===== config.mk =====
export PLATFORM = sky130hd
export DESIGN_NAME = fp32_accum_seq
export DESIGN_NICKNAME = d
export VERILOG_FILES = /design/src/rtl/fp32_accum_seq.sv
export SDC_FILE = /design/constraint.sdc
export NUM_CORES = 1
export LEC_CHECK = 0
export BUFFER_PORTS_ARGS = -buffer_cell sky130_fd_sc_hd__buf_4
export CAP_MARGIN = 20
export CORE_ASPECT_RATIO = 1.4
export CORE_MARGIN = 3
export CORE_UTILIZATION = 50
export DETAILED_ROUTE_END_ITERATION = 16
export PLACE_DENSITY = 0.91
export SKIP_CTS_REPAIR_TIMING = 1
export SYNTH_ARGS = -nofsm -noshare
export SYNTH_HDL_FRONTEND = slang
export SYNTH_SLANG_ARGS = --single-unit

===== constraint.sdc =====
create_clock -name clk -period 5.1 [get_ports clk]
set_clock_uncertainty 0.15 [all_clocks]
set_input_delay 0.51 -clock clk [delete_from_list [all_inputs] [get_ports clk]]
set_output_delay 0.51 -clock clk [all_outputs]
set_load 0.05 [all_outputs]

===== src/rtl/fp32_accum_seq.sv =====
// Group-wise fp32 reduction sequencer driving a handshaked fp32 adder.
// Keeps one adder operation in flight and emits one sum per last-tagged group.
module fp32_accum_seq #(
    parameter int CNT_W = 16
) (
    input  logic             clk,
    input  logic             rst,
    input  logic [31:0]      in_data,
    input  logic             in_last,
    input  logic             in_vld,
    output logic             in_rdy,
    output logic [31:0]      add_in0,
    output logic             add_in0_vld,
    input  logic             add_in0_rdy,
    output logic [31:0]      add_in1,
    output logic             add_in1_vld,
    input  logic             add_in1_rdy,
    input  logic [31:0]      add_out0,
    input  logic             add_out0_vld,
    output logic             add_out0_rdy,
    output logic [31:0]      sum_out,
    output logic [CNT_W-1:0] sum_cnt,
    output logic             sum_vld,
    input  logic             sum_rdy
);

    typedef enum logic [2:0] {
        S_EMPTY,
        S_HOLD,
        S_ISSUE,
        S_WAIT,
        S_EMIT
    } state_t;

    state_t            state_q, state_d;
    logic [31:0]       acc_q, acc_d;
    logic [31:0]       x_reg_q, x_reg_d;
    logic [CNT_W-1:0]  cnt_q, cnt_d;
    logic              last_reg_q, last_reg_d;
    logic              sent0_q, sent0_d;
    logic              sent1_q, sent1_d;

    // Operands and the reported sum come straight from state, so they stay
    // stable for as long as their valid is held.
    assign add_in0 = acc_q;
    assign add_in1 = x_reg_q;
    assign sum_out = acc_q;
    assign sum_cnt = cnt_q;

    always_comb begin
        state_d      = state_q;
        acc_d        = acc_q;
        x_reg_d      = x_reg_q;
        cnt_d        = cnt_q;
        last_reg_d   = last_reg_q;
        sent0_d      = sent0_q;
        sent1_d      = sent1_q;
        in_rdy       = 1'b0;
        add_in0_vld  = 1'b0;
        add_in1_vld  = 1'b0;
        add_out0_rdy = 1'b0;
        sum_vld      = 1'b0;

        unique case (state_q)
            S_EMPTY: begin
                in_rdy = ~rst;
                if (in_vld && in_rdy) begin
                    acc_d   = in_data;
                    cnt_d   = CNT_W'(1);
                    state_d = in_last ? S_EMIT : S_HOLD;
                end
            end
            S_HOLD: begin
                in_rdy = ~rst;
                if (in_vld && in_rdy) begin
                    x_reg_d    = in_data;
                    last_reg_d = in_last;
                    sent0_d    = 1'b0;
                    sent1_d    = 1'b0;
                    state_d    = S_ISSUE;
                end
            end
            S_ISSUE: begin
                add_in0_vld = ~sent0_q;
                add_in1_vld = ~sent1_q;
                sent0_d     = sent0_q | (add_in0_vld & add_in0_rdy);
                sent1_d     = sent1_q | (add_in1_vld & add_in1_rdy);
                if (sent0_d && sent1_d) begin
                    state_d = S_WAIT;
                end
            end
            S_WAIT: begin
                add_out0_rdy = 1'b1;
                if (add_out0_vld) begin
                    acc_d   = add_out0;
                    cnt_d   = (cnt_q == {CNT_W{1'b1}}) ? cnt_q : cnt_q + 1'b1;
                    state_d = last_reg_q ? S_EMIT : S_HOLD;
                end
            end
            S_EMIT: begin
                sum_vld = 1'b1;
                if (sum_rdy) begin
                    state_d = S_EMPTY;
                end
            end
            default: begin
                state_d = S_EMPTY;
            end
        endcase
    end

    always_ff @(posedge clk) begin
        if (rst) begin
            state_q    <= S_EMPTY;
            acc_q      <= '0;
            x_reg_q    <= '0;
            cnt_q      <= '0;
            last_reg_q <= 1'b0;
            sent0_q    <= 1'b0;
            sent1_q    <= 1'b0;
        end else begin
            state_q    <= state_d;
            acc_q      <= acc_d;
            x_reg_q    <= x_reg_d;
            cnt_q      <= cnt_d;
            last_reg_q <= last_reg_d;
            sent0_q    <= sent0_d;
            sent1_q    <= sent1_d;
        end
    end

endmodule


Word level (Yosys, flattened, before mapping)
Index checks and enable logic that the tools add are counted.
Operators by class
  add/subtract/negate cells: 1
  equality and inequality tests: 11
  multiplexer cells: 23
  bitwise operators: 7
  reductions and logical operators: 11
Operator list (number)
  two-way mux 32 bit: 2
  one-hot mux 32 bit (2 select lines): 1
  two-way mux 16 bit: 3
  one-hot mux 16 bit (2 select lines): 1
  two-way mux 3 bit: 7
  adder 16 x 1 -> 16 bit (second input constant): 1
  equality test 16 bit (second input constant): 1
  one-hot mux 3 bit (5 select lines): 1
  != test 2 bit (second input constant): 6
  equality test 3 x 2 -> 1 bit (second input constant): 2
  two-way mux 1 bit: 6
  AND reduction 5 bit: 1
  one-hot mux 1 bit (2 select lines): 2
  AND reduction 2 bit: 2
  AND reduction 4 bit: 1
  nonzero test 2 bit: 2
  equality test 3 x 1 -> 1 bit (second input constant): 1
  equality test 3 bit (second input constant): 1
  zero test 3 bit: 1
  inverter 1 bit: 3
  AND reduction 3 bit: 1
  bitwise AND 1 bit: 2
  logical AND 1 bit: 2
  OR 1 bit: 2
  OR reduction 2 bit: 1
Storage, ports and cells
  bits in registers: 86
  input bits: 72
  logic and storage cells: 60

Depth between registers and ports, before layout
  depth in word-level cells: 6
  depth in mapped cells: 7
  gate-level depth less buffers: 6

Worst setup path after synthesis
No wires, ideal clock.
  kind: input -> register
  from: input rst
  to: register x_reg_q[10], in the netlist add_in1[10]
  library setup time: 0.123 ns
  arrival: 2.485 ns
  data required time: 4.827 ns
  setup slack: 2.342 ns
  stages on the path: 6
  buffers on the path: 3
  cells stage by stage: buf_6 > nor3_1 > and3_1 > buf_2 > buf_2 > o21ai_0
On the way
  word-level cells in the longest chain between the ends: 3
RTL lines
  start: declaration: line 7  | input logic rst,
  inverter 1 bit: line 74  | in_rdy = ~rst;
  logical AND 1 bit: line 75  | if (in_vld && in_rdy) begin
  AND reduction 2 bit (no source line)
  end signal: assignment: line 124  | x_reg_q <= x_reg_d;
  end: declaration: line 37  | logic [31:0] x_reg_q, x_reg_d;
Parallel ways exist; a longest one is shown, timed or not.
A chain may end at the register's enable or synchronous reset.

Worst setup path in the final report
  from: input rst
  to: register acc_q[12], in the netlist add_in0[12]
On the way
  word-level cells in the longest chain between the ends: 4
RTL lines
  inverter 1 bit: line 66  | in_rdy = ~rst;
  logical AND 1 bit: line 67  | if (in_vld && in_rdy) begin
  != test 2 bit (no source line)
  AND reduction 3 bit (no source line)
  end signal: assignment: line 115  | acc_q <= '0;
  end signal: assignment: line 123  | acc_q <= acc_d;
  end: declaration: line 36  | logic [31:0] acc_q, acc_d;
Parallel ways exist; a longest one is shown, timed or not.

==> results.tsv <==
stage	metric	value	unit
global_route	grt ovf	0	
run_status	status	finished clean	
finish	Final #Nets	715	
pwr	Combinational Power Share	28.4	%
drt	via/cell ratio	5.53	
pwr	Seq pwr share	44.9	%
synth	Synth Warn #	0	
die	Starting Density	52.7	%
die	Die ar.	9070	um^2
drt	routed wire length	11500	um
synth	post-synthesis register bit count	86	
global_route	antenna violations before repair	0	
die	Die Wd	81.4	um
timing	TNS Setup	0	ns
global_route	number of global-route vias before repair	3861	
pwr	P_leak	2.30	nW
synth	Mapped Area	3980	um^2
synth	cell taking the most area after synthesis	dfxtp_1	
finish	final instance area	5300	um^2
timing	Final min period	2.65	ns
timing	Rel. slew slack	35.1	%
worst_setup_path	Startpoint Class	input pin	
pwr	Clock Power Share	26.7	%
synth	mux cell area share after synthesis	0.755	%
global_route	largest net degree at the start of global routing	73	
timing	fin worst setup slack	2.45	ns
die	Die Y	112	um
synth	asr flop ratio synth	0	%
finish	layout cells sized above 1	33.1	%
finish	footprint of the multi-input gates	1830	um^2
timing	FMAX	0.377	GHz
pwr	Power Internal	1.04	mW
finish	register area	1720	um^2
synth	area share of and/or/nand/nor cells after synthesis	27.0	%
pwr	worst vdd ir	0.196	mV
worst_setup_path	reg2reg setup slack	2.65	ns
cts	clock latency on the worst-skew pair	0.35	ns
finish	diode count	0	
synth	compound-cell area share of the yosys netlist	18.0	%
global_route	first-pass GRT wire length	18000	um
synth	Avg Synthesized Cell Area	7.83	um^2
die	core area	7550	um^2
cts	TritonCTS clock tree	yes	
synth	Syn Inst Count	508	
timing	final-report setup violation count	0	
cts	Clock Path Buffers	2	
drt	iteration-0 DRC count of the detailed router	258	
synth	XOR/XNOR Fraction of Synth Area	0	%
place	Port Buffers	188	
synth	largest cells by area after synthesis	dfxtp_1, nand2_1, a311oi_1	
worst_setup_path	WP data required	5.20	ns
place	Placer Congestion	0.879	
timing	Final period util	52.1	%
place	dpl ws	2.11	ns
timing	RSZ-0062 raised after global routing	no	
synth	ys flop type	dfxtp_1	
cts	Clock Root Buffer	clkbuf_8	
synth	Yosys cell types	38	
place	dpl hpwl	8420	um
timing	Slew Viols, Final	0	
synth	adder and majority gate portion of the synthesized area	0.315	%
synth	Synth top area share	43.3	%
synth	largest family of logic cells by synthesized area	simple AND/OR/NAND/NOR gates	
drt	DR DRC count	0	
die	IO Pins	189	
die	Row Count	37	
timing	worst-margin pin slew	0.974	ns
worst_setup_path	Setup CP Type	input pin to flip-flop	
drt	Avg WL per Cell	15.4	um
synth	Post-synth EDFFs	0	
finish	fill count	607	
min_path	Hold Crit Class	input pin to flip-flop	
worst_setup_path	CP Max Fanout	72	
cts	clock slew at reported path FFs	0.10	ns
global_route	All-Layer GR Usage	24.7	%
synth	total nets after synthesis	581	
drt	Detail Route Antenna Nets	0	
worst_setup_path	Worst Path Arrival	2.76	ns
place	Area after DPL	5120	um^2
run	# Max-Cap Violations	0	
cts	Clock Sinks	86	
pwr	NetSw	0.616	mW
pwr	Sw Share	37.1	%
pwr	Power Density	313	nW/um^2
synth	sequential share of the synthesized area	43.3	%
finish	layout overhead on the synthesized area	33.2	%
cts	TritonCTS Buffers	9	
cts	# H-tree levels	3	
drt	iteration count of the initial detailed-routing pass	5	
timing	Hold Violations, Final	0	
worst_setup_path	crit path capture type	flip-flop	
drt	via count	4118	
stage by stage:
step / std cells / util (%) / power, mW / hold slack, ns
after floorplan: 508 / - / 1.10 / 0.313
after global routing: 744 / 70.2 / 1.73 / 0.194
after detailed placement: 728 / 67.8 / 1.23 / 0.306
after CTS: 744 / 70.2 / 1.67 / 0.196
final: 744 / 70.2 / 1.66 / 0.208
after global placement: 728 / 67.8 / 1.22 / 0.299
critical path, stage by stage:
cell,delay [ns]
buf_4,0.32
nand2b_1,0.25
or3_4,0.34
a21oi_4,0.51
buf_4,0.45
nor2_1,0.07
a311oi_1,0.28
cell usage after synthesis, drive strengths merged, types with 2 or more instances:
library cell	number
or3	4
a21o	3
clkinv	2
a31oi	4
and2	2
clkbuf	23
and4	4
nand2b	23
buf	45
a21oi	13
mux2i	3
nor2	53
nand3	15
a22oi	2
a311oi	33
nand2	123
and3	2
nand4	5
o21ai	41
o32ai	2
nor3	5
a31o	3
dfxtp	86
nor3b	2
power groups by stage:
stage | sequential (mW) | clock, mW | combinational (mW)
after floorplan | 0.866 | 0 | 0.237
after global placement | 0.758 | 0 | 0.466
final | 0.745 | 0.443 | 0.472
after detailed placement | 0.760 | 0 | 0.473
after global routing | 0.751 | 0.479 | 0.495
after CTS | 0.745 | 0.451 | 0.474
per-layer routing:
| layer | global-route usage [%] | wire [um] |
|---|---|---|
| met1 | 28.6 | 4330 |
| met2 | 42.9 | 5970 |
| met3 | 3.80 | 851 |
| met4 | 11.8 | 325 |
| met5 | 0 | 0 |
flip-flops by register name, indices dropped and copies added (netlist names):
| name | count |
|---|---|
| last_reg_q | 1 |
| sent0_q | 1 |
| add_in1 | 32 |
| sent1_q | 1 |
| add_in0 | 32 |
| sum_cnt | 16 |
| state_q | 3 |
final cells by class:
type,instances,area share [%]
Clock buffer,9,2.34
Sequential cell,86,32.5
Timing Repair Buffer,191,27.1
Inverter,2,0.142
Clock inverter,7,1.04
Multi-Input combinational cell,352,34.6
Tap cell,97,2.29
kinds of logic after synthesis:
kind of cell | Yosys count
and+or+nand+nor | 242
muxes | 3
AOI/OAI and AO/OA | 106
buffers and inverters | 70
adders and majority gates | 1
DFF | 86
cells in the final DEF, fill, tap and decap left out, types with 4 or more instances in the layout:
| cell | instances |
|---|---|
| nand3_1 | 15 |
| a311oi_1 | 33 |
| nand4_1 | 5 |
| clkbuf_8 | 9 |
| nor2_1 | 53 |
| nand2b_1 | 23 |
| a31oi_1 | 4 |
| and4_1 | 4 |
| buf_4 | 191 |
| nor3_1 | 5 |
| nand2_1 | 123 |
| a21oi_1 | 12 |
| dfxtp_1 | 86 |
| o21ai_0 | 41 |
path summary, 6_finish.rpt:
kind | start | to | depth (start not counted)
max | rst | add_in0[12]$_SDFFE_PP0P_ | 7
min | in_data[29] | add_in1[29]$_SDFFE_PP0P_ | 3
max reg2reg | state_q[0]$_SDFFE_PP0P_ | add_in0[12]$_SDFFE_PP0P_ | 5
min reg2reg | add_in1[0]$_SDFFE_PP0P_ | add_in1[0]$_SDFFE_PP0P_ | 2
Note: power is estimated with default switching activity, not from simulation.
